`src/rtl/reg32_avalon_pkg.sv`:
```
`default_nettype none
// ============================================================================
// Module   : reg32_avalon_pkg
// Brief    : Shared op encodings, FSM states and byte-swap helper for the
//            reg32 Avalon-MM host.
// Revision : 1.0
// ============================================================================
package reg32_avalon_pkg;

  typedef enum logic [1:0] {
    OP_WRITE  = 2'd0,
    OP_READ   = 2'd1,
    OP_CLEAR  = 2'd2,
    OP_VERIFY = 2'd3
  } op_e;

  typedef enum logic [2:0] {
    ST_IDLE    = 3'd0,
    ST_WR      = 3'd1,
    ST_RD_REQ  = 3'd2,
    ST_RD_WAIT = 3'd3,
    ST_RESP    = 3'd4
  } state_e;

  localparam int CLEAR_BIT = 24;

  // The agent returns register bytes in reverse order; this restores d[23:0].
  function automatic logic [23:0] swap24(input logic [23:0] d);
    return {d[7:0], d[15:8], d[23:16]};
  endfunction

endpackage
`default_nettype wire

```
`src/rtl/reg32_avalon_master.sv`:
```
`default_nettype none
// ============================================================================
// Module   : reg32_avalon_master
// Brief    : Avalon-MM host driving the 24-bit reg32 agent (write, clear,
//            read, verify) from a single-outstanding command port.
// Revision : 1.0
// ============================================================================
module reg32_avalon_master
  import reg32_avalon_pkg::*;
#(
  parameter int ADDR_W    = 4,
  parameter int BASE_ADDR = 0,
  parameter int TIMEOUT   = 255
) (
  input  logic              clk,
  input  logic              reset,
  input  logic              cmd_valid,
  output logic              cmd_ready,
  input  logic [1:0]        cmd_op,
  input  logic [23:0]       cmd_data,
  input  logic [2:0]        cmd_be,
  output logic              resp_valid,
  output logic [23:0]       resp_data,
  output logic              resp_match,
  output logic              resp_error,
  output logic [ADDR_W-1:0] av_address,
  output logic [3:0]        av_byteenable,
  output logic [31:0]       av_writedata,
  output logic              av_write,
  output logic              av_read,
  input  logic [31:0]       av_readdata,
  input  logic              av_waitrequest,
  input  logic              av_readdatavalid
);

  localparam logic [7:0]  c_TIMEOUT     = 8'(TIMEOUT);
  localparam logic [31:0] c_CLEAR_WDATA = 32'h1 << CLEAR_BIT;
  localparam logic [3:0]  c_CLEAR_BE    = 4'b1000;
  localparam logic [3:0]  c_READ_BE     = 4'b0111;

  state_e      r_state;
  state_e      w_next;
  op_e         r_op;
  logic [23:0] r_data;
  logic [2:0]  r_be;
  logic [31:0] r_wdata;
  logic [3:0]  r_wbe;
  logic [7:0]  r_cnt;
  logic [23:0] r_rd;
  logic        r_rd_got;
  logic [23:0] r_resp_data;
  logic        r_resp_match;
  logic        r_resp_error;

  logic        w_accept;
  logic        w_timeout;
  logic        w_cnt_hit;
  logic        w_busy_state;
  logic [23:0] w_rd_final;
  logic [23:0] w_mask;
  logic        w_unused;

  assign w_unused     = &{1'b0, av_readdata[31:24]};
  assign av_address   = ADDR_W'(BASE_ADDR);
  assign cmd_ready    = (r_state == ST_IDLE);
  assign w_accept     = cmd_valid && (r_state == ST_IDLE);
  assign w_cnt_hit    = (r_cnt >= c_TIMEOUT);
  assign w_busy_state = (r_state == ST_WR) || (r_state == ST_RD_REQ) ||
                        (r_state == ST_RD_WAIT);
  assign resp_valid   = (r_state == ST_RESP);
  assign resp_data    = r_resp_data;
  assign resp_match   = r_resp_match;
  assign resp_error   = r_resp_error;

  // Read data may have been captured early, in the same cycle the read was accepted.
  assign w_rd_final = r_rd_got ? r_rd : swap24(av_readdata[23:0]);
  assign w_mask     = {{8{r_be[2]}}, {8{r_be[1]}}, {8{r_be[0]}}};

  always_ff @(posedge clk) begin
    if (reset) begin
      r_state <= ST_IDLE;
    end else begin
      r_state <= w_next;
    end
  end

  always_comb begin
    w_next        = r_state;
    w_timeout     = 1'b0;
    av_write      = 1'b0;
    av_read       = 1'b0;
    av_byteenable = 4'b0000;
    av_writedata  = 32'h0;
    case (r_state)
      ST_IDLE: begin
        if (w_accept) begin
          w_next = (cmd_op == OP_READ) ? ST_RD_REQ : ST_WR;
        end
      end
      ST_WR: begin
        av_write      = 1'b1;
        av_byteenable = r_wbe;
        av_writedata  = r_wdata;
        if (!av_waitrequest) begin
          w_next = (r_op == OP_VERIFY) ? ST_RD_REQ : ST_RESP;
        end else if (w_cnt_hit) begin
          w_next    = ST_RESP;
          w_timeout = 1'b1;
        end
      end
      ST_RD_REQ: begin
        av_read       = 1'b1;
        av_byteenable = c_READ_BE;
        if (!av_waitrequest) begin
          w_next = ST_RD_WAIT;
        end else if (w_cnt_hit) begin
          w_next    = ST_RESP;
          w_timeout = 1'b1;
        end
      end
      ST_RD_WAIT: begin
        if (r_rd_got || av_readdatavalid) begin
          w_next = ST_RESP;
        end else if (w_cnt_hit) begin
          w_next    = ST_RESP;
          w_timeout = 1'b1;
        end
      end
      ST_RESP: begin
        w_next = ST_IDLE;
      end
      default: begin
        w_next = ST_IDLE;
      end
    endcase
  end

  always_ff @(posedge clk) begin
    if (reset) begin
      r_op         <= OP_WRITE;
      r_data       <= 24'h0;
      r_be         <= 3'b000;
      r_wdata      <= 32'h0;
      r_wbe        <= 4'b0000;
      r_cnt        <= 8'h00;
      r_rd         <= 24'h0;
      r_rd_got     <= 1'b0;
      r_resp_data  <= 24'h0;
      r_resp_match <= 1'b0;
      r_resp_error <= 1'b0;
    end else begin
      // Cleared on every state change, saturating while stalled.
      if (w_next != r_state) begin
        r_cnt <= 8'h00;
      end else if (w_busy_state && (r_cnt != 8'hFF)) begin
        r_cnt <= r_cnt + 8'd1;
      end

      if (w_accept) begin
        r_op         <= op_e'(cmd_op);
        r_data       <= cmd_data;
        r_be         <= cmd_be;
        r_rd_got     <= 1'b0;
        r_resp_data  <= 24'h0;
        r_resp_match <= 1'b0;
        r_resp_error <= 1'b0;
        if (cmd_op == OP_CLEAR) begin
          r_wdata <= c_CLEAR_WDATA;
          r_wbe   <= c_CLEAR_BE;
        end else begin
          r_wdata <= {8'h00, cmd_data};
          r_wbe   <= {1'b0, cmd_be};
        end
      end

      if ((r_state == ST_RD_REQ) && !av_waitrequest && av_readdatavalid) begin
        r_rd     <= swap24(av_readdata[23:0]);
        r_rd_got <= 1'b1;
      end

      if ((r_state != ST_RESP) && (w_next == ST_RESP)) begin
        if (w_timeout) begin
          r_resp_data  <= 24'h0;
          r_resp_match <= 1'b0;
          r_resp_error <= 1'b1;
        end else begin
          r_resp_error <= 1'b0;
          case (r_op)
            OP_READ: begin
              r_resp_data  <= w_rd_final;
              r_resp_match <= 1'b0;
            end
            OP_VERIFY: begin
              r_resp_data  <= w_rd_final;
              r_resp_match <= ~|((w_rd_final ^ r_data) & w_mask);
            end
            default: begin
              r_resp_data  <= 24'h0;
              r_resp_match <= 1'b1;
            end
          endcase
        end
      end
    end
  end

endmodule
`default_nettype wire
```
`config.mk`:
```
export PLATFORM = sky130hd
export DESIGN_NAME = reg32_avalon_master
export DESIGN_NICKNAME = d
export VERILOG_FILES = /design/src/rtl/reg32_avalon_pkg.sv /design/src/rtl/reg32_avalon_master.sv
export SDC_FILE = /design/constraint.sdc
export NUM_CORES = 1
export LEC_CHECK = 0
export BUFFER_PORTS_ARGS = -buffer_cell sky130_fd_sc_hd__buf_4
export CAP_MARGIN = 10
export CELL_PAD_IN_SITES_DETAIL_PLACEMENT = 1
export CELL_PAD_IN_SITES_GLOBAL_PLACEMENT = 1
export CORE_MARGIN = 2
export CORE_UTILIZATION = 35
export DETAILED_ROUTE_END_ITERATION = 7
export GPL_TIMING_DRIVEN = 0
export PLACE_DENSITY = 0.87
export SLEW_MARGIN = 10
export SYNTH_ARGS = -nofsm -noshare
export SYNTH_HDL_FRONTEND = slang
export SYNTH_SLANG_ARGS = --single-unit
```
`constraint.sdc`:
```
create_clock -name clk -period 1.9 [get_ports clk]
set_input_delay 0.19 -clock clk [delete_from_list [all_inputs] [get_ports clk]]
set_output_delay 0.19 -clock clk [all_outputs]
set_load 0.1 [all_outputs]
```
# Yosys cells after proc, flatten, opt, wreduce, memory -nomap -nowiden
# Cells that the tools add are included.
# totals
mem_count,0
input_bits,66
register_bits,127
ram_bits,0
elab_cells,75
romBits,0
output_inout_bits,70
latch_bits,0
# classes
mux,30
n_mul,0
div_mod_pow,0
reduce_logical,17
shifts,0
bitwise_logic,2
addsub,1
magnitude_cmp,1
eq_ne,12
# op_table
op,n
2-to-1 mux 24 bit,5
2-to-1 mux 32 bit,1
2-to-1 mux 25 bit,1
bitwise AND 24 bit,1
OR reduction 24 bit,1
bitwise XOR 24 bit,1
2-to-1 mux 3 bit,6
case mux 3 bit (4 select lines),1
2-to-1 mux 1 bit,11
"adder 8 x 1 -> 8 bit, second input constant",1
"greater-or-equal comparator 8 bit, second input constant",1
"!= test 8 bit, second input constant",1
case mux 4 bit (2 select lines),1
"equality test 3 x 2 -> 1 bit, second input constant",2
"equality test 3 bit, second input constant",2
OR reduction 2 bit,3
logical AND 1 bit,5
"equality test 2 x 1 -> 1 bit, second input constant",2
"equality test 2 bit, second input constant",2
2-to-1 mux 4 bit,1
case mux 1 bit (2 select lines),2
nonzero test 2 bit,2
"equality test 3 x 1 -> 1 bit, second input constant",1
zero test 3 bit,1
5 further kinds,8

# Depth between registers and ports, before layout
# Gate-level depths: netlist of run 1.
# depth
depth_word,8
depth_mapped,8
depth_no_buf,7

# Least setup slack after synthesis of run 1
# No wires, ideal clock.
# synth_timing
kind,register to register
start,register r_state[1]
end,register r_wdata[14]
n_path_buf,4
stages_incl_launch_ff,9
t_required_ps,1830
setup_time_ps,70
period_less_slack_ps,3724
arrival_time_ps,3654
slack_ps,-1824
path_cell_list,dfxtp_1 -> buf_2 -> nor3_1 -> and2_0 -> clkbuf_1 -> buf_2 -> buf_2 -> nand3_1 -> a21oi_1
# synth_between
elab_chain_len,2
# synth_lines
element,line_no,rtl
from (decl),reg32_avalon_master.sv:41,state_e r_state;
from (signal assigned),reg32_avalon_master.sv:83,r_state <= w_next;
zero test 3 bit,n/a,
net cmd_ready,reg32_avalon_master.sv:18,"output logic cmd_ready,"
logical AND 1 bit,reg32_avalon_master.sv:66,assign w_accept = cmd_valid && (r_state == ST_IDLE);
to (signal assigned),reg32_avalon_master.sv:168,r_wdata <= c_CLEAR_WDATA;
to (signal assigned),reg32_avalon_master.sv:171,"r_wdata <= {8'h00, cmd_data};"
to (decl),reg32_avalon_master.sv:46,logic [31:0] r_wdata;
# The timed path passes the listed nets, and every way through them passes these cells.
# A chain may end at the register's enable or synchronous reset.

# Worst setup path after layout of run 1
# layout_timing
start,register r_rd_got
end,register r_resp_data[16] (netlist: resp_data[16])
# layout_between
elab_chain_len,6
elab_cells_between_ends,12
# layout_lines
element,line_no,rtl
from (decl),reg32_avalon_master.sv:50,logic r_rd_got;
from (signal assigned),reg32_avalon_master.sv:147,r_rd_got <= 1'b0;
from (signal assigned),reg32_avalon_master.sv:163,r_rd_got <= 1'b0;
from (signal assigned),reg32_avalon_master.sv:178,r_rd_got <= 1'b1;
logical OR 1 bit,reg32_avalon_master.sv:122,if (r_rd_got || av_readdatavalid) begin
2-to-1 mux 3 bit,reg32_avalon_master.sv:122,
case mux 3 bit (4 select lines),reg32_avalon_master.sv:94,case (r_state)
equality test 3 bit,reg32_avalon_master.sv:181,if ((r_state != ST_RESP) && (w_next == ST_RESP)) begin
logical AND 1 bit,reg32_avalon_master.sv:181,
2-to-1 mux 24 bit / nonzero test 2 bit (equally long branches),n/a,
to (signal assigned),reg32_avalon_master.sv:190,r_resp_data <= w_rd_final;
to (signal assigned),reg32_avalon_master.sv:194,r_resp_data <= w_rd_final;
to (decl),reg32_avalon_master.sv:51,logic [23:0] r_resp_data;
# Several ways; a longest one is shown, not always the timed one.

==> results of run 1 <==
==> final cells by class <==
class	count	share of cell area
multi-input cells	468	0.381
flip-flops and latches	119	0.304
repair buffers	134	0.157
clock buffers	22	0.0590
plain buffers	56	0.0552
well taps	184	0.0293
clock inverters	8	0.0127
inverters	2	0.000955
==> power by group <==
group | internal [W] | leakage [nW] | switching, W
clock | 0.00198 | 0.276 | 0.00116
combinational | 0.000579 | 1.88 | 0.000944
sequential | 0.00261 | 0.969 | 0.0000891
==> stage by stage <==
step / TNS [ns] / instance area (um2)
finish: -0.132 / 7860
global route: -2.15 / 7860
CTS: 0 / 7550
detailed placement: -16.66 / 6540
global placement: -13.08 / 6540
floorplan: -16.47 / 5440
==> flip-flops by register name (all words and copies together) (netlist names) <==
register    cells
r_data         24
r_rd           24
r_wdata        24
resp_data      24
r_cnt           8
r_wbe           4
r_be            3
r_state         3
r_op            2
r_rd_got        1
resp_error      1
resp_match      1
==> kinds of logic after synthesis <==
| logic type | after synthesis | share of synthesized area |
|---|---|---|
| AND/OR/NAND/NOR | 270 | 0.229 |
| AO/OA/AOI/OAI | 131 | 0.151 |
| flip-flops | 119 | 0.456 |
| buffers and inverters | 60 | 0.0570 |
| XOR/XNOR | 31 | 0.0520 |
| multiplexers | 24 | 0.0517 |
| adder cells (fa/ha/maj) | 1 | 0.00239 |
| other | 1 | 0.000718 |
==> repair_timing <==
item | 4_1_cts | 5_1_grt
setup endpoints to repair | 83 | 81
buffers inserted | 7 | 4
cloned | 2 | 5
gates resized for setup | 101 | 47
pin swaps | 7 | 12
==> worst min-delay path, cell delays in order <==
cell                      delay, ns
sky130_fd_sc_hd__buf_4         0.11
sky130_fd_sc_hd__nand2_1       0.05
sky130_fd_sc_hd__a21oi_1       0.05
==> cell usage in the layout, fill, tap and decap left out, types with 4 or more instances in the layout <==
cell type | Yosys | routed
sky130_fd_sc_hd__nand2_1 | 144 | 143
sky130_fd_sc_hd__buf_4 | 13 | 122
sky130_fd_sc_hd__dfxtp_1 | 119 | 115
sky130_fd_sc_hd__a21oi_1 | 86 | 86
sky130_fd_sc_hd__nor2_1 | 41 | 37
sky130_fd_sc_hd__nand3_1 | 29 | 29
sky130_fd_sc_hd__clkbuf_1 | 35 | 23
sky130_fd_sc_hd__clkbuf_16 | 0 | 22
sky130_fd_sc_hd__a22oi_2 | 0 | 20
sky130_fd_sc_hd__mux2_4 | 0 | 17
sky130_fd_sc_hd__xnor2_1 | 30 | 17
sky130_fd_sc_hd__buf_12 | 0 | 14
sky130_fd_sc_hd__buf_6 | 2 | 12
sky130_fd_sc_hd__and2_4 | 0 | 12
sky130_fd_sc_hd__xnor2_2 | 0 | 11
sky130_fd_sc_hd__conb_1 | 1 | 11
sky130_fd_sc_hd__and2_2 | 0 | 9
sky130_fd_sc_hd__nand4_1 | 9 | 9
sky130_fd_sc_hd__and2_1 | 27 | 7
sky130_fd_sc_hd__mux2_2 | 24 | 7
sky130_fd_sc_hd__clkbuf_8 | 0 | 5
sky130_fd_sc_hd__clkbuf_2 | 0 | 5
sky130_fd_sc_hd__nand2b_1 | 7 | 5
sky130_fd_sc_hd__a22oi_1 | 25 | 5
sky130_fd_sc_hd__clkbuf_4 | 0 | 4
sky130_fd_sc_hd__nor3_1 | 6 | 4
==> path summary, 6_finish.rpt <==
path	depth (start not counted)	from	slack [ns]	to
max	8	r_rd_got$_SDFFE_PP0P_	-0.04	resp_data[16]$_SDFFE_PP0P_
min	3	av_readdata[14]	0.03	r_rd[14]$_SDFFE_PP0P_
max reg2reg	8	r_rd_got$_SDFFE_PP0P_	-0.04	resp_data[16]$_SDFFE_PP0P_
min reg2reg	2	r_wdata[20]$_SDFFE_PP0N_	0.45	r_wdata[20]$_SDFFE_PP0N_
==> layer usage <==
layer | vias up | routed length (um) | part of all wire
li1 | 2447 | - | -
met1 | 2573 | 8310 | 0.42
met2 | 166 | 9900 | 0.50
met3 | 48 | 892 | 0.045
met4 | 0 | 566 | 0.029
met5 | - | 0 | 0
==> impl_summary.txt, run 1 <==
----------------------------------------------------
[Timing]
  Measured slew at the worst slew-check pin ... roughly 0.60 ns
  Post-route minimum period ... roughly 1.9 ns
  Total of endpoints with negative setup slack in the final report ... 6
  Fin. Hold Viols ... 0
  Fin worst setup slack ... -0.0350 ns
  Unrepaired setup endpoints after global routing ... true
  Worst slew margin relative to its limit ... 0.599
  Min Hold Slack ... between 0.02 and 0.03 ns
  Final number of max-transition violations ... 0
  Worst clock skew ... roughly 0.011 ns
  Top achievable clock speed ... between 500 and 600 MHz
  Portion of the clock cycle consumed by the worst path in the final layout ... 1.02

[Critical path]
  Arrival time worst endpoint ... ~2.3 ns
  Stage delay of the slowest cell on the critical path ... around 0.4 ns
  Kind of critical path ... reg -> reg
  Endpoint type of the worst setup path ... flop
  Bufs and invs on worst path ... 3
  Cells along the critical path ... buf_8 > or3b_4 > nor2b_4 > a211oi_4 > buf_6 > buf_12 > a22oi_2 > nor2_1
  Worst-path maximum fanout ... 8
  Top Family by Delay on Critical Path ... simple AND/OR/NAND/NOR gates
  Critical path data required time ... ~2.3 ns
  CP max-delay cell ... sky130_fd_sc_hd__or3b_4
  Worst Setup Start Kind ... flop

[Status]
  Result of the run ... finished, violations left
  Violations in the final reports ... negative setup slack

[Yosys]
  Total standard cell area after synthesis ... approximately 5200 um2
  Most common flop cell mapped by yosys ... sky130_fd_sc_hd__dfxtp_1
  Synthesized area per cell ... a little over 8 um2
  Number of warnings issued by yosys ... 0
  Syn Inst Count ... 637
  Seq/Total Area, Yosys ... 0.456
  Count of flip-flops with a built-in enable after synthesis ... 0
  Leading cell types by total area after synthesis ... sky130_fd_sc_hd__dfxtp_1, sky130_fd_sc_hd__nand2_1, sky130_fd_sc_hd__a21oi_1, sky130_fd_sc_hd__mux2_2, sky130_fd_sc_hd__xnor2_1
  Share of the synthesized area in the top cell type ... 0.456
  Number of synthesized register bits ... 119
  Most numerous cell in the Yosys netlist ... sky130_fd_sc_hd__nand2_1
  Ys async rst share ... 0
  Commonest cells post-synth ... sky130_fd_sc_hd__nand2_1, sky130_fd_sc_hd__dfxtp_1, sky130_fd_sc_hd__a21oi_1
  Post-synthesis cell type count ... 39
  Cell type with the largest total area after synthesis ... sky130_fd_sc_hd__dfxtp_1

[GRT]
  Global Route met2 Usage ... 0.409
  Number of antenna violations at the first check in global routing ... 0
  Layer carrying the most global-route usage ... met2
  Met3 usage in global routing ... 0.0480
  Final global-route overflow total ... 0
  Pin count of the biggest net entering global routing ... 17
  Total track usage ... 0.233
  Met1 GRT Util ... 0.284
  First-pass GRT wire length ... 28900 um
  Vias in the first global route ... around 5.5k

[Routing]
  Vias after detailed routing ... roughly 5.2k
  DRC violation count after routing ... 0
  Detail Route Antenna Nets ... 0
  Drt via density ... about 5.3
  Drt pass-1 iters ... 4
  Average wire per cell in the routed design ... 19.8 um
  Routed wire length ... between 15000 and 20000 um
  1st-iter DRT viols ... approximately 330

[Layout]
  Share of the core filled with cells in the final layout ... 0.541
  Filler-free cell count of the finished design ... 993
  Sequential cell area ... between 2000 and 2500 um2
  Area of combinational cells with multiple inputs ... ~3000 um2
  Filler cell count in the final layout ... about 1.7k
  Post-synthesis to final-layout area growth ... 50.4%
  Share of final-layout standard cells stronger than drive strength 1 ... 0.373
  Post-layout nets ... approximately 870
  Final antenna diode count ... 0

[Power and ir drop]
  IR drop worst, VDD ... between 0.7 and 0.8 mV
  Pwr/cell area ... 936 nW/um2
  Leakage power figure ... around 3.1 nW
  Total Power Consumption ... between 0.007 and 0.008 W

[Die]
  Top Ports ... 136
  Standard cell core area ... 14500 um2
  Die area ... approximately 16000 um2
  Die X ... between 100 and 150 um
  Site Rows ... 44
  Initial core utilization ... 0.360
  Die Ht ... ~130 um

[CTS]
  Cell at the root of the clock tree ... sky130_fd_sc_hd__clkbuf_16
  CTS H-tree lvls ... 4
  Clock transition at the registers of the reported paths ... 0.06 ns
  CTS buffer count ... 17
  CTS Hold Buffers Added ... 0
  CTS tree ... built
  Maximum number of buffers from clock root to sink ... 2
  Num Clock Sinks ... ~120
  Skew-Pair Late Insertion Delay ... 0.43 ns

[Place]
  Placed Instances ... ~950
  Worst Setup Slack post-DPL ... -0.534 ns
  Final weighted congestion in routability-driven placement ... 0.828
  Number of input and output port buffers inserted ... 116
  Total half-perimeter wirelength after legalization and detailed placement ... roughly 13000 um

[Flow run]
  Maximum Capacitance Violations ... 0

[Worst hold path]
  Hold Crit Class ... in -> reg

----------------------------------------------------
Note: power is estimated with default switching activity, not from simulation.
==> run 2, diff against run 1 <==
RECOVER_POWER = 25   (was default)
==> run 2 against run 1 <==
Effect of this change:
- the flow still finishes with violations (negative setup slack)
- first-iteration DRC count down 9.8%
- total power is essentially flat
- critical path depth did not move
- global-route usage unchanged
==> impl_summary.txt, run 2 (synthesized netlist as in run 1, its figures left out) <==
----------------------------------------------------
[CTS]
  Clock transition at the registers of the reported paths ... 0.05 ns (was 0.06 ns)
  CTS H-tree lvls ... 4 (unchanged)
  CTS buffer count ... 17 (unchanged)
  CTS tree ... built (unchanged)
  Num Clock Sinks ... 119 (unchanged)
  Skew-Pair Late Insertion Delay ... 0.42 ns (was 0.43 ns)
  CTS Hold Buffers Added ... 0 (unchanged)
  Maximum number of buffers from clock root to sink ... 2 (unchanged)
  Cell at the root of the clock tree ... sky130_fd_sc_hd__clkbuf_16 (unchanged)

[GRT]
  Number of antenna violations at the first check in global routing ... 0 (unchanged)
  Total track usage ... 0.233 (unchanged)
  Vias in the first global route ... 5483 (unchanged)
  First-pass GRT wire length ... 28900 um (unchanged)
  Final global-route overflow total ... 0 (unchanged)
  Pin count of the biggest net entering global routing ... 17 (unchanged)

[Routing]
  1st-iter DRT viols ... 296 (was 328)
  Detail Route Antenna Nets ... 0 (unchanged)
  DRC violation count after routing ... 0 (unchanged)
  Vias after detailed routing ... 5281 (was 5234)
  Routed wire length ... 19700 um (about the same)
  Drt pass-1 iters ... 5 (was 4)
  Drt via density ... 5.32 (was 5.27)
  Average wire per cell in the routed design ... 19.8 um (about the same)

[Die]
  Die X ... 126 um (unchanged)
  Site Rows ... 44 (unchanged)
  Top Ports ... 136 (unchanged)
  Die Ht ... 126 um (unchanged)
  Die area ... 15900 um2 (unchanged)
  Standard cell core area ... 14500 um2 (unchanged)
  Initial core utilization ... 0.360 (unchanged)

[Critical path]
  Cell with the most instances on the worst path ... sky130_fd_sc_hd__buf_6
  Worst Setup Start Kind ... flop (unchanged)
  Arrival time worst endpoint ... 2.29 ns (was 2.28 ns)
  Cells along the critical path ... buf_6 > or3b_4 > nor2b_4 > a211oi_4 > buf_6 > buf_12 > a22oi_2 > nor2_1 (was buf_8 > or3b_4 > nor2b_4 > a211oi_4 > buf_6 > buf_12 > a22oi_2 > nor2_1)
  Critical path data required time ... 2.24 ns (was 2.25 ns)
  Endpoint type of the worst setup path ... flop (unchanged)
  Stage delay of the slowest cell on the critical path ... 0.41 ns (was 0.40 ns)
  Kind of critical path ... reg -> reg (unchanged)
  CP max-delay cell ... sky130_fd_sc_hd__or3b_4 (unchanged)
  Worst-path maximum fanout ... 8 (unchanged)

[Timing]
  Measured slew at the worst slew-check pin ... 0.606 ns (was 0.602 ns)
  Worst slew margin relative to its limit ... 0.596 (was 0.599)
  Post-route minimum period ... 1.95 ns (was 1.94 ns)
  Min Hold Slack ... 0.0272 ns (was 0.0269 ns)
  Portion of the clock cycle consumed by the worst path in the final layout ... 1.03 (was 1.02)
  Top achievable clock speed ... 513 MHz (was 517 MHz)
  Fin worst setup slack ... -0.0483 ns (was -0.0350 ns)
  Final-layout setup total negative slack ... -0.223 ns (was -0.132 ns)
  Final number of max-transition violations ... 0 (unchanged)
  Unrepaired setup endpoints after global routing ... true (unchanged)
  Fin. Hold Viols ... 0 (unchanged)
  Total of endpoints with negative setup slack in the final report ... 12 (was 6)
  Worst clock skew ... 0.00785 ns (was 0.0105 ns)

[Status]
  Violations in the final reports ... negative setup slack (unchanged)
  Result of the run ... finished, violations left (unchanged)

[Layout]
  Share of final-layout standard cells stronger than drive strength 1 ... 0.373 (unchanged)
  Post-synthesis to final-layout area growth ... 49.2% (was 50.4%)
  Post-layout nets ... 865 (unchanged)
  Share of the core filled with cells in the final layout ... 0.537 (was 0.541)
  Sequential cell area ... 2390 um2 (unchanged)
  Area of combinational cells with multiple inputs ... 3000 um2 (unchanged)
  Final antenna diode count ... 0 (unchanged)
  Highest-count cells in the layout ignoring fill and taps ... sky130_fd_sc_hd__nand2_1, sky130_fd_sc_hd__dfxtp_1, sky130_fd_sc_hd__buf_4 (was sky130_fd_sc_hd__nand2_1, sky130_fd_sc_hd__buf_4, sky130_fd_sc_hd__dfxtp_1)
  Most frequent standard cell in the layout excluding fill and tap cells ... sky130_fd_sc_hd__nand2_1 (unchanged)
  Filler cell count in the final layout ... 1702 (was 1701)
  Filler-free cell count of the finished design ... 993 (unchanged)

[Power and ir drop]
  Leakage power figure ... 3.10 nW (was 3.12 nW)
  IR drop worst, VDD ... 0.753 mV (was 0.752 mV)
  Pwr/cell area ... 944 nW/um2 (was 936 nW/um2)
  Total Power Consumption ... 0.00736 W (about the same)

[Flow run]
  Maximum Capacitance Violations ... 0 (unchanged)

[Place]
  Total half-perimeter wirelength after legalization and detailed placement ... 12500 um (unchanged)
  Final weighted congestion in routability-driven placement ... 0.828 (unchanged)
  Number of input and output port buffers inserted ... 116 (unchanged)
  Placed Instances ... 947 (unchanged)

[Worst hold path]
  Hold Crit Class ... in -> reg (unchanged)

----------------------------------------------------
-- run 2: changes by cell type in the layout (fill, tap and decap cells not counted) --
cell and change:
sky130_fd_sc_hd__clkbuf_2 +26, sky130_fd_sc_hd__buf_4 -26
-- run 2: where the power goes --
part | switching (W) | total (W) | leakage, nW | internal [W]
sequential | 0.0000885 | 0.00270 | 0.969 | 0.00261
clock | 0.00116 | 0.00314 | 0.276 | 0.00198
combinational | 0.000945 | 0.00152 | 1.86 | 0.000576
-- run 2: area by class of cell --
cell class                 count  area share
multi-input combinational    468       0.385
sequential                   119       0.306
timing repair buffer         134       0.150
clock buffer                  22      0.0595
buffer                        56      0.0557
tap                          184      0.0295
clock inverter                 8      0.0128
inverter                       2    0.000963
-- run 2: metal layers --
| metal | global-route usage | wire length, um | vias up | part of all wire |
|---|---|---|---|---|
| met5 | 0 | 0 | - | 0 |
| met4 | 0.0834 | 612 | 0 | 0.031 |
| met3 | 0.0480 | 922 | 52 | 0.047 |
| met2 | 0.409 | 9850 | 189 | 0.50 |
| met1 | 0.284 | 8290 | 2592 | 0.42 |
| li1 | - | - | 2448 | - |
-- run 2: per-stage QoR --
step | worst slack, ns | area (um2)
2_1_floorplan | -0.228 | 5440
3_3_place_gp | -0.513 | 6540
3_5_place_dp | -0.534 | 6540
4_1_cts | 0.0000679 | 7550
5_1_grt | -0.136 | 7800
6_report | -0.0483 | 7800
-- run 2: critical path, delay by kind of cell, from the launching register on --
kind / cells / cell delay (ns)
AO/OA/AOI/OAI: 2 / 0.33
buffers and inverters: 3 / 0.48
flip-flops: 1 / 0.35
AND/OR/NAND/NOR: 3 / 0.70
-- run 2: repair_timing --
action,4_1_cts,5_1_grt
gates cloned,2,5
buffers inserted,7,4
gates resized for setup,101,47
pin swaps,7,12
setup endpoints to repair,83,81
-- run 2: final timing paths --
path | end | depth (start not counted) | slack (ns) | start
worst max-delay path | resp_data[16]$_SDFFE_PP0P_ | 8 | -0.05 | r_state[1]$_SDFF_PP0_
worst min-delay path | r_rd[14]$_SDFFE_PP0P_ | 3 | 0.03 | av_readdata[14]
worst max register to register | resp_data[16]$_SDFFE_PP0P_ | 8 | -0.05 | r_state[1]$_SDFF_PP0_
worst min register to register | r_wdata[20]$_SDFFE_PP0N_ | 2 | 0.45 | r_wdata[20]$_SDFFE_PP0N_
==> run 3, diff against run 2 <==
REMOVE_ABC_BUFFERS = 1   (was default)
==> run 3 against run 2 <==
Effect of this change:
- the run still ends with negative setup slack left
- global-route usage is 0.50 points lower
- sequential cell count stayed put
- cell area is 2.1% lower
- register-to-register slack worse by 0.13 ns
- critical endpoint is now resp_match$_SDFFE_PP0P_
- largest cell class unchanged
==> impl_summary.txt, run 3 (synthesized netlist as in run 1, its figures left out) <==
----------------------------------------------------
[Flow run]
  Maximum Capacitance Violations ... 0 (unchanged)

[Timing]
  Min Hold Slack ... 0.0327 ns (was 0.0272 ns)
  Post-route minimum period ... 2.07 ns (was 1.95 ns)
  Fin. Hold Viols ... 0 (unchanged)
  Worst slew margin relative to its limit ... 0.212 (was 0.596)
  Fin worst setup slack ... -0.175 ns (was -0.0483 ns)
  Portion of the clock cycle consumed by the worst path in the final layout ... 1.09 (was 1.03)
  Top achievable clock speed ... 482 MHz (was 513 MHz)
  Unrepaired setup endpoints after global routing ... true (unchanged)
  Worst clock skew ... 0.0160 ns (was 0.00785 ns)
  Total of endpoints with negative setup slack in the final report ... 36 (was 12)
  Final-layout setup total negative slack ... -3.09 ns (was -0.223 ns)
  Final number of max-transition violations ... 0 (unchanged)
  Measured slew at the worst slew-check pin ... 1.18 ns (was 0.606 ns)

[Die]
  Top Ports ... 136 (unchanged)
  Die X ... 126 um (unchanged)
  Die area ... 15900 um2 (unchanged)
  Site Rows ... 44 (unchanged)
  Die Ht ... 126 um (unchanged)
  Standard cell core area ... 14500 um2 (unchanged)
  Initial core utilization ... 0.360 (unchanged)

[Routing]
  Routed wire length ... 18700 um (was 19700 um)
  DRC violation count after routing ... 0 (unchanged)
  1st-iter DRT viols ... 312 (was 296)
  Drt via density ... 5.26 (was 5.32)
  Vias after detailed routing ... 5021 (was 5281)
  Detail Route Antenna Nets ... 0 (unchanged)
  Drt pass-1 iters ... 4 (was 5)
  Average wire per cell in the routed design ... 19.6 um (was 19.8 um)

[Critical path]
  Worst-path maximum fanout ... 7 (was 8)
  Worst Setup Start Kind ... flop (unchanged)
  CP max-delay cell ... sky130_fd_sc_hd__dfxtp_1 (was sky130_fd_sc_hd__or3b_4)
  Arrival time worst endpoint ... 2.38 ns (was 2.29 ns)
  Kind of critical path ... reg -> reg (unchanged)
  Endpoint type of the worst setup path ... flop (unchanged)
  Cells along the critical path ... a21oi_1 > o21bai_1 > nand2_1 > a211oi_4 > buf_6 > buf_12 > nand2_4 > a311oi_2 (was buf_6 > or3b_4 > nor2b_4 > a211oi_4 > buf_6 > buf_12 > a22oi_2 > nor2_1)
  Stage delay of the slowest cell on the critical path ... 0.41 ns (about the same)
  Critical path data required time ... 2.21 ns (was 2.24 ns)

[Layout]
  Post-synthesis to final-layout area growth ... 46.1% (was 49.2%)
  Post-layout nets ... 824 (was 865)
  Highest-count cells in the layout ignoring fill and taps ... sky130_fd_sc_hd__nand2_1, sky130_fd_sc_hd__dfxtp_1, sky130_fd_sc_hd__a21oi_1 (was sky130_fd_sc_hd__nand2_1, sky130_fd_sc_hd__dfxtp_1, sky130_fd_sc_hd__buf_4)
  Share of final-layout standard cells stronger than drive strength 1 ... 0.338 (was 0.373)
  Final antenna diode count ... 0 (unchanged)
  Most frequent standard cell in the layout excluding fill and tap cells ... sky130_fd_sc_hd__nand2_1 (unchanged)

[CTS]
  Clock transition at the registers of the reported paths ... 0.05 ns (about the same)
  Skew-Pair Late Insertion Delay ... 0.42 ns (about the same)
  CTS tree ... built (unchanged)
  CTS buffer count ... 17 (unchanged)
  Num Clock Sinks ... 119 (unchanged)
  CTS H-tree lvls ... 4 (unchanged)
  Cell at the root of the clock tree ... sky130_fd_sc_hd__clkbuf_16 (unchanged)
  CTS Hold Buffers Added ... 0 (unchanged)
  Maximum number of buffers from clock root to sink ... 2 (unchanged)

[GRT]
  Final global-route overflow total ... 0 (unchanged)
  Pin count of the biggest net entering global routing ... 112 (was 17)
  Vias in the first global route ... 5332 (was 5483)
  First-pass GRT wire length ... 28400 um (was 28900 um)
  Total track usage ... 0.228 (was 0.233)
  Number of antenna violations at the first check in global routing ... 0 (unchanged)

[Worst hold path]
  Hold Crit Class ... in -> reg (unchanged)

[Power and ir drop]
  IR drop worst, VDD ... 0.728 mV (was 0.753 mV)
  Total Power Consumption ... 0.00755 W (was 0.00736 W)
  Pwr/cell area ... 988 nW/um2 (was 944 nW/um2)
  Leakage power figure ... 3.00 nW (was 3.10 nW)

[Status]
  Violations in the final reports ... negative setup slack (unchanged)
  Result of the run ... finished, violations left (unchanged)

[Place]
  Number of input and output port buffers inserted ... 116 (unchanged)
  Final weighted congestion in routability-driven placement ... 0.787 (was 0.828)
  Total half-perimeter wirelength after legalization and detailed placement ... 10700 um (was 12500 um)

----------------------------------------------------
==> run 3: cell types whose count changed in the layout (fill, tap and decap cells not counted), moves of 6 or more <==
cell / before / now
sky130_fd_sc_hd__buf_12: 14 / 30
sky130_fd_sc_hd__clkbuf_1: 23 / 3
sky130_fd_sc_hd__a22oi_1: 5 / 25
sky130_fd_sc_hd__and2_4: 12 / 24
sky130_fd_sc_hd__buf_4: 96 / 77
sky130_fd_sc_hd__clkbuf_2: 31 / 25
sky130_fd_sc_hd__a22oi_2: 20 / 0
sky130_fd_sc_hd__mux2_4: 17 / 1
sky130_fd_sc_hd__xnor2_1: 17 / 25
sky130_fd_sc_hd__mux2_2: 7 / 23
sky130_fd_sc_hd__and2_2: 9 / 2
sky130_fd_sc_hd__xnor2_2: 11 / 5
==> run 3: area by class of cell <==
type | count | area [um2]
fill | 1704 | 6900
tap | 184 | 230
clock inverter | 10 | 150
timing repair buffer | 148 | 1580
multi-input combinational | 469 | 2810
clock buffer | 22 | 464
inverter | 2 | 7.51
sequential | 119 | 2390
==> run 3: stage by stage <==
step	cell area, um2	utilization	setup slack, ns	std cells
floorplan	4970	-	-3.14	589
global placement	6070	0.418	-2.49	889
detailed placement	6170	0.425	-0.988	894
CTS	7520	0.517	-0.0272	946
global route	7640	0.525	-0.226	954
finish	7640	0.525	-0.175	954
==> run 3: repair_timing <==
item	CTS	global route
gates resized for setup	132	24
cloned	4	1
setup endpoints to repair	121	90
pin swaps	19	11
buffers inserted	16	8
==> run 3: layer usage <==
| metal | routed length [um] | track usage | vias to the layer above |
|---|---|---|---|
| met5 | 0 | 0 | - |
| met4 | 591 | 0.0840 | 0 |
| met3 | 766 | 0.0459 | 36 |
| met2 | 9610 | 0.397 | 129 |
| met1 | 7760 | 0.280 | 2496 |
| li1 | - | - | 2360 |
==> run 3: path summary, 6_finish.rpt <==
| kind | slack [ns] | to | cells past startpoint | startpoint |
|---|---|---|---|---|
| hold / removal | 0.03 | r_data[4]$_SDFFE_PP0N_ | 3 | cmd_data[4] |
| setup / recovery | -0.17 | resp_match$_SDFFE_PP0P_ | 8 | r_op[0]$_SDFFE_PP0N_ |
| setup reg to reg | -0.17 | resp_match$_SDFFE_PP0P_ | 8 | r_op[0]$_SDFFE_PP0N_ |
| hold reg to reg | 0.45 | r_rd[18]$_SDFFE_PP0P_ | 2 | r_rd[18]$_SDFFE_PP0P_ |
==> run 3: critical path, delay by kind of cell (launching register included) <==
family	cells	cell delay (ns)
AOI/OAI and AO/OA	4	1.01
DFF	1	0.41
buffers and inverters	2	0.28
and+or+nand+nor	2	0.25
==> run 3: where the power goes <==
part	leakage (nW)	internal [W]	total (W)	switching, W
registers	0.970	0.00261	0.00270	0.0000964
clock network	0.307	0.00225	0.00338	0.00113
logic	1.72	0.000552	0.00146	0.000908
total	3.00	0.00541	0.00755	0.00214
